<file path="src/rtl/mux_n_reg_if.sv">
// Operand-select bus for mux_n_reg: packed data inputs, select and pipeline
// controls going in, the registered operand and error status coming out.
interface mux_n_reg_if #(
    parameter int WIDTH  = 32,
    parameter int NUM_IN = 3
);
    localparam int SEL_W = $clog2(NUM_IN);

    logic [NUM_IN*WIDTH-1:0] in_data;
    logic [SEL_W-1:0]        sel;
    logic                    in_valid;
    logic                    stall;
    logic                    flush;
    logic                    clr_err;
    logic [WIDTH-1:0]        out_data;
    logic                    out_valid;
    logic                    sel_err;
    logic [7:0]              err_count;

    modport master (
        output in_data, sel, in_valid, stall, flush, clr_err,
        input  out_data, out_valid, sel_err, err_count
    );

    modport slave (
        input  in_data, sel, in_valid, stall, flush, clr_err,
        output out_data, out_valid, sel_err, err_count
    );
endinterface

</file>
<file path="src/rtl/mux_n_reg.sv">
// N-to-1 operand selector with a registered output stage for forwarding paths.
// Flush beats stall beats a normal update. Out-of-range selects on accepted
// cycles produce a valid zero operand and are recorded in a sticky flag and a
// saturating 8-bit counter.
module mux_n_reg #(
    parameter int WIDTH        = 32,
    parameter int NUM_IN       = 3,
    parameter bit HOLD_ON_IDLE = 1'b1
) (
    input  logic         clk,
    input  logic         rst_n,
    mux_n_reg_if.slave   bus
);
    localparam int SEL_W = $clog2(NUM_IN);
    localparam logic [SEL_W:0] NUM_IN_W = (SEL_W + 1)'(NUM_IN);

    logic [WIDTH-1:0] mux_d;
    logic             sel_oob;
    logic             accepted;
    logic             new_err;

    logic [WIDTH-1:0] out_data_d,  out_data_q;
    logic             out_valid_d, out_valid_q;
    logic             sel_err_d,   sel_err_q;
    logic [7:0]       err_count_d, err_count_q;

    // Select the addressed input; an index past the last input yields zero
    always_comb begin
        mux_d   = '0;
        sel_oob = ({1'b0, bus.sel} >= NUM_IN_W);
        for (int k = 0; k < NUM_IN; k++) begin
            if (!sel_oob && (bus.sel == k[SEL_W-1:0])) begin
                mux_d = bus.in_data[k*WIDTH +: WIDTH];
            end
        end
    end

    // Next state of the output stage: flush, then stall, then load or idle
    always_comb begin
        out_data_d  = out_data_q;
        out_valid_d = out_valid_q;
        if (bus.flush) begin
            out_data_d  = '0;
            out_valid_d = 1'b0;
        end else if (bus.stall) begin
            out_data_d  = out_data_q;
            out_valid_d = out_valid_q;
        end else if (bus.in_valid) begin
            out_data_d  = mux_d;
            out_valid_d = 1'b1;
        end else begin
            out_valid_d = 1'b0;
            out_data_d  = HOLD_ON_IDLE ? out_data_q : '0;
        end
    end

    // Error bookkeeping; a clear still records an error from the same cycle
    always_comb begin
        accepted    = bus.in_valid && !bus.stall && !bus.flush;
        new_err     = accepted && sel_oob;
        sel_err_d   = sel_err_q;
        err_count_d = err_count_q;
        if (bus.clr_err) begin
            sel_err_d   = new_err;
            err_count_d = new_err ? 8'd1 : 8'd0;
        end else if (new_err) begin
            sel_err_d = 1'b1;
            if (err_count_q != 8'hFF) begin
                err_count_d = err_count_q + 8'd1;
            end
        end
    end

    // State registers, cleared immediately when reset is asserted
    always_ff @(posedge clk or negedge rst_n) begin
        if (!rst_n) begin
            out_data_q  <= '0;
            out_valid_q <= 1'b0;
            sel_err_q   <= 1'b0;
            err_count_q <= 8'd0;
        end else begin
            out_data_q  <= out_data_d;
            out_valid_q <= out_valid_d;
            sel_err_q   <= sel_err_d;
            err_count_q <= err_count_d;
        end
    end

    assign bus.out_data  = out_data_q;
    assign bus.out_valid = out_valid_q;
    assign bus.sel_err   = sel_err_q;
    assign bus.err_count = err_count_q;
endmodule

</file>
<file path="src/flat_wrapper.sv">
// flat-port wrapper written by rule: the top's interface ports become plain ports
module mux_n_reg_flat 
#(
    parameter int WIDTH        = 32,
    parameter int NUM_IN       = 3,
    parameter bit HOLD_ON_IDLE = 1'b1
)
  (clk, rst_n, bus_in_data, bus_sel, bus_in_valid, bus_stall, bus_flush, bus_clr_err, bus_out_data, bus_out_valid, bus_sel_err, bus_err_count);
  mux_n_reg_if #(.WIDTH(WIDTH), .NUM_IN(NUM_IN)) bus_i ();
  input  logic clk;
  input  logic rst_n;
  input wire logic [$bits(bus_i.in_data)-1:0] bus_in_data;
  input wire logic [$bits(bus_i.sel)-1:0] bus_sel;
  input wire logic [$bits(bus_i.in_valid)-1:0] bus_in_valid;
  input wire logic [$bits(bus_i.stall)-1:0] bus_stall;
  input wire logic [$bits(bus_i.flush)-1:0] bus_flush;
  input wire logic [$bits(bus_i.clr_err)-1:0] bus_clr_err;
  output wire logic [$bits(bus_i.out_data)-1:0] bus_out_data;
  output wire logic [$bits(bus_i.out_valid)-1:0] bus_out_valid;
  output wire logic [$bits(bus_i.sel_err)-1:0] bus_sel_err;
  output wire logic [$bits(bus_i.err_count)-1:0] bus_err_count;
  assign bus_i.in_data = bus_in_data;
  assign bus_i.sel = bus_sel;
  assign bus_i.in_valid = bus_in_valid;
  assign bus_i.stall = bus_stall;
  assign bus_i.flush = bus_flush;
  assign bus_i.clr_err = bus_clr_err;
  assign bus_out_data = bus_i.out_data;
  assign bus_out_valid = bus_i.out_valid;
  assign bus_sel_err = bus_i.sel_err;
  assign bus_err_count = bus_i.err_count;
  mux_n_reg #(.WIDTH(WIDTH), .NUM_IN(NUM_IN), .HOLD_ON_IDLE(HOLD_ON_IDLE)) u_core (.clk(clk), .rst_n(rst_n), .bus(bus_i));
endmodule
</file>
<file path="config.mk">
export PLATFORM = sky130hd
export DESIGN_NAME = mux_n_reg_flat
export DESIGN_NICKNAME = d
export VERILOG_FILES = /design/src/rtl/mux_n_reg_if.sv /design/src/rtl/mux_n_reg.sv /design/src/flat_wrapper.sv
export SDC_FILE = /design/constraint.sdc
export NUM_CORES = 1
export LEC_CHECK = 0
export ABC_AREA = 1
export CORE_ASPECT_RATIO = 1.75
export CORE_MARGIN = 4
export CORE_UTILIZATION = 40
export DETAILED_ROUTE_END_ITERATION = 8
export HOLD_SLACK_MARGIN = 0.02
export PLACE_DENSITY = 0.81
export SLEW_MARGIN = 20
export SYNTH_ARGS = -nofsm -noshare
export SYNTH_HDL_FRONTEND = slang
export SYNTH_SLANG_ARGS = --single-unit
</file>
<file path="constraint.sdc">
create_clock -name clk -period 3.9 [get_ports clk]
set_clock_uncertainty 0.05 [all_clocks]
set_input_delay 0.78 -clock clk [delete_from_list [all_inputs] [get_ports clk]]
set_output_delay 0.78 -clock clk [all_outputs]
set_load 0.02 [all_outputs]
</file>
==> impl_results.md <==
* Detailed-route via count at 2,913
* Synth async-reset ratio at 100%
* EDFF count, synth at 0
* VDD IR max at 0.000180 V
* Syn Std Cell Area at 2420 um^2
* DRT iter0 DRCs at 206
* # placed instances at 571
* Global-route wire length before repair at 13.4 mm
* Sequential area share after synthesis at 43.5%
* Yosys reg bits at 42
* Gp weighted congestion at 0.860
* CP Launch Type: input port
* Detailed Route WL at 8.35 mm
* Leakage at 1.87 nW
* H-tree depth at 2
* Post-synth top cells: nand2_1 (191), nand3_1 (72), dfrtp_1 (42)
* Syn nets at 467
* Root buffer selected by CTS: clkbuf_8
* Critical path depth at 8
* Cell accounting for the most synthesized area: dfrtp_1
* Buf/Inv on CP at 3
* Via density at 5.03
* Share of layout cells above drive strength 1 at 4.79%
* Quantity of hold-fixing buffers added after cts at 0
* Tightest Hold Check Type: flop to flop
* Worst path cell trace: clkdlybuf4s50_1, inv_2, nor2_2, buf_4, nand2_1, nand3_1, nand2_1, nand2_1
* # nets final at 605
* Final Hold Viols at 0
* Post-CTS setup buffer count at 0
* Top post-synthesis cells by area: dfrtp_1 (43%), nand2_1 (30%), nand3_1 (15%), buf_2 (1.9%), nor2_2 (1.3%)
* Slew @ Worst Pin at 0.930 ns
* Crit end category: flop
* Worst Path Max Fanout at 18
* Core Region at 5880 um^2
* Crit-path leading delay family: buffers and inverters
* Primary FF master, synth: dfrtp_1
* DR DRC count at 0
* Post_cts resized at 0
* # IOs at 146
* Total Neg Setup Slack at 0 ns
* Port-buffer cells at 145
* Synthesized instance count at 362
* Pin count of the biggest net entering global routing at 43
* Top-count cell post-synth: nand2_1
* RSZ-0062 raised after global routing: no
* Synth top area share at 43.5%
* Reg2Reg Depth at 7
* 1st-pass router iterations at 4
* Filler cell count at 513
* Pins Over Slew Limit at 0
* # setup viols final at 0
* Die W at 66.8 um
* Status: finished, final reports clean
* Arrival @ worst endpoint at 2.58 ns
* Layout Cells excl Fill at 579
* Hold-critical path depth at 2
* Flip-flop and latch area at 1050 um^2
* Worst slew margin at 38.0%
* Max cap viols at 0
* DRT antenna net count at 0
* Std-Cell Rows at 37
* Inserted Clock Buffers at 5
* CTS tree: done
* Mean Syn Cell Area at 6.68 um^2
* Syn. warnings at 0
* Initial core utilization at 41.1%
* DP HPWL at 6.40 mm
* Grt ovf at 0
* Vias in the first global route at 2,942
* Max Root-Sink Buffers at 2
* Tcrit/Tclk final at 61.8%
* Crit-path most repeated cell: nand2_1
* Slowest stage delay, CP at 0.57 ns
* Critical Path Slowest Stage Cell: clkdlybuf4s50_1
* Pwr Density at 254 nW/um^2
* Initial antenna violation count at 0
* Worst-Skew Late Latency at 0.29 ns
* Area occupied by multi-input gates at 1240 um^2
* Worst endpoint required time at 4.07 ns
* Achievable Freq at 415 MHz
* Ant. Diodes at 0
* Clk sinks at 42
* Tot GR Track Use at 23.0%
* Die H at 111 um
* Die Area at 7400 um^2
* Critical path class: input port to flop
* DR WL/cell at 14.4 um
* P&R area growth vs syn at 65.4%
* Clk slew on worst S/H paths at 0.08 ns
* Tmin final at 2.41 ns
* Cell variety after synth at 20
cells in the final DEF (no fill, tap or decap):
master           count
nand2_1            191
clkdlybuf4s50_1    144
nand3_1             72
dfrtp_1             42
nor2_1               7
nor2_2               6
inv_1                6
o21ai_1              6
clkbuf_8             6
inv_2                4
buf_4                4
nand2_2              2
clkinv_1             1
nand4_1              1
o21bai_1             1
xnor2_1              1
xor2_1               1
nand3b_1             1
o211ai_1             1
ha_1                 1
clkinv_2             1
clkbuf_1             1
buf_2                1
worst min-delay path, cell delays in order (launching register included):
cell and delay, ns:
dfrtp_1 0.36, nand2_1 0.06, nand2_1 0.06
sequential cells by signal (all words and copies together), names as in the netlist:
signal	cells
u_core.bus.err_count	8
u_core.bus.out_data	32
u_core.bus.sel_err	1
u_core.bus.out_valid	1
cell type report:
type / instances / share of cell area, %
well taps: 78 / 2.44
inverters: 11 / 1.03
flip-flops and latches: 42 / 26.3
clock inverters: 1 / 0.125
multi-input cells: 291 / 31.1
clock buffers: 7 / 2.16
repair buffers: 149 / 36.9
worst paths after layout:
check                                              from                 endpoint  slack, ns
worst min-delay path                 u_core.bus.sel_err       u_core.bus.sel_err       0.45
worst min register to register       u_core.bus.sel_err       u_core.bus.sel_err       0.45
worst max register to register  u_core.bus.err_count[1]  u_core.bus.err_count[2]       2.43
max in group asynchronous                         rst_n  u_core.bus.out_data[12]       2.63
min in group asynchronous                         rst_n  u_core.bus.err_count[7]       0.57
worst max-delay path                         bus_sel[0]   u_core.bus.out_data[0]       1.49
stage by stage:
step | worst slack (ns) | hold slack (ns) | utilization (%) | area [um^2] | power, W
2_1_floorplan | 2.31 | 0.434 | - | 2420 | 0.000564
3_3_place_gp | 1.23 | 0.419 | 66.5 | 3910 | 0.000731
3_5_place_dp | 1.19 | 0.427 | 66.5 | 3910 | 0.000734
4_1_cts | 1.48 | 0.449 | 68.0 | 4000 | 0.00102
5_1_grt | 1.33 | 0.473 | 68.0 | 4000 | 0.00106
6_report | 1.49 | 0.452 | 68.0 | 4000 | 0.00101
per-layer routing:
metal / part of all wire (%) / vias up / track usage [%] / wire [um]
met1: 35 / 1367 / 23.9 / 2900
li1: - / 1423 / - / -
met2: 57 / 108 / 44.2 / 4750
met4: 2.7 / 0 / 8.55 / 223
met5: 0 / - / 0 / 0
met3: 5.7 / 15 / 2.84 / 473
cell families (layout without fill, tap and decap cells):
group	after synthesis	count (layout)	share of synthesized area (%)
DFF	42	42	43.5
buffers and inverters	29	168	5.28
xor gates and xnor gates	2	2	0.724
and+or+nand+nor	280	280	48.2
adders and majority gates	1	1	0.517
AOI/OAI and AO/OA	8	8	1.86
report_power, final:
group          switching [W]  internal (W)
clock               0.000148      0.000143
sequential        0.00000992      0.000451
combinational       0.000119      0.000144
(Power assumes the default switching activity.)
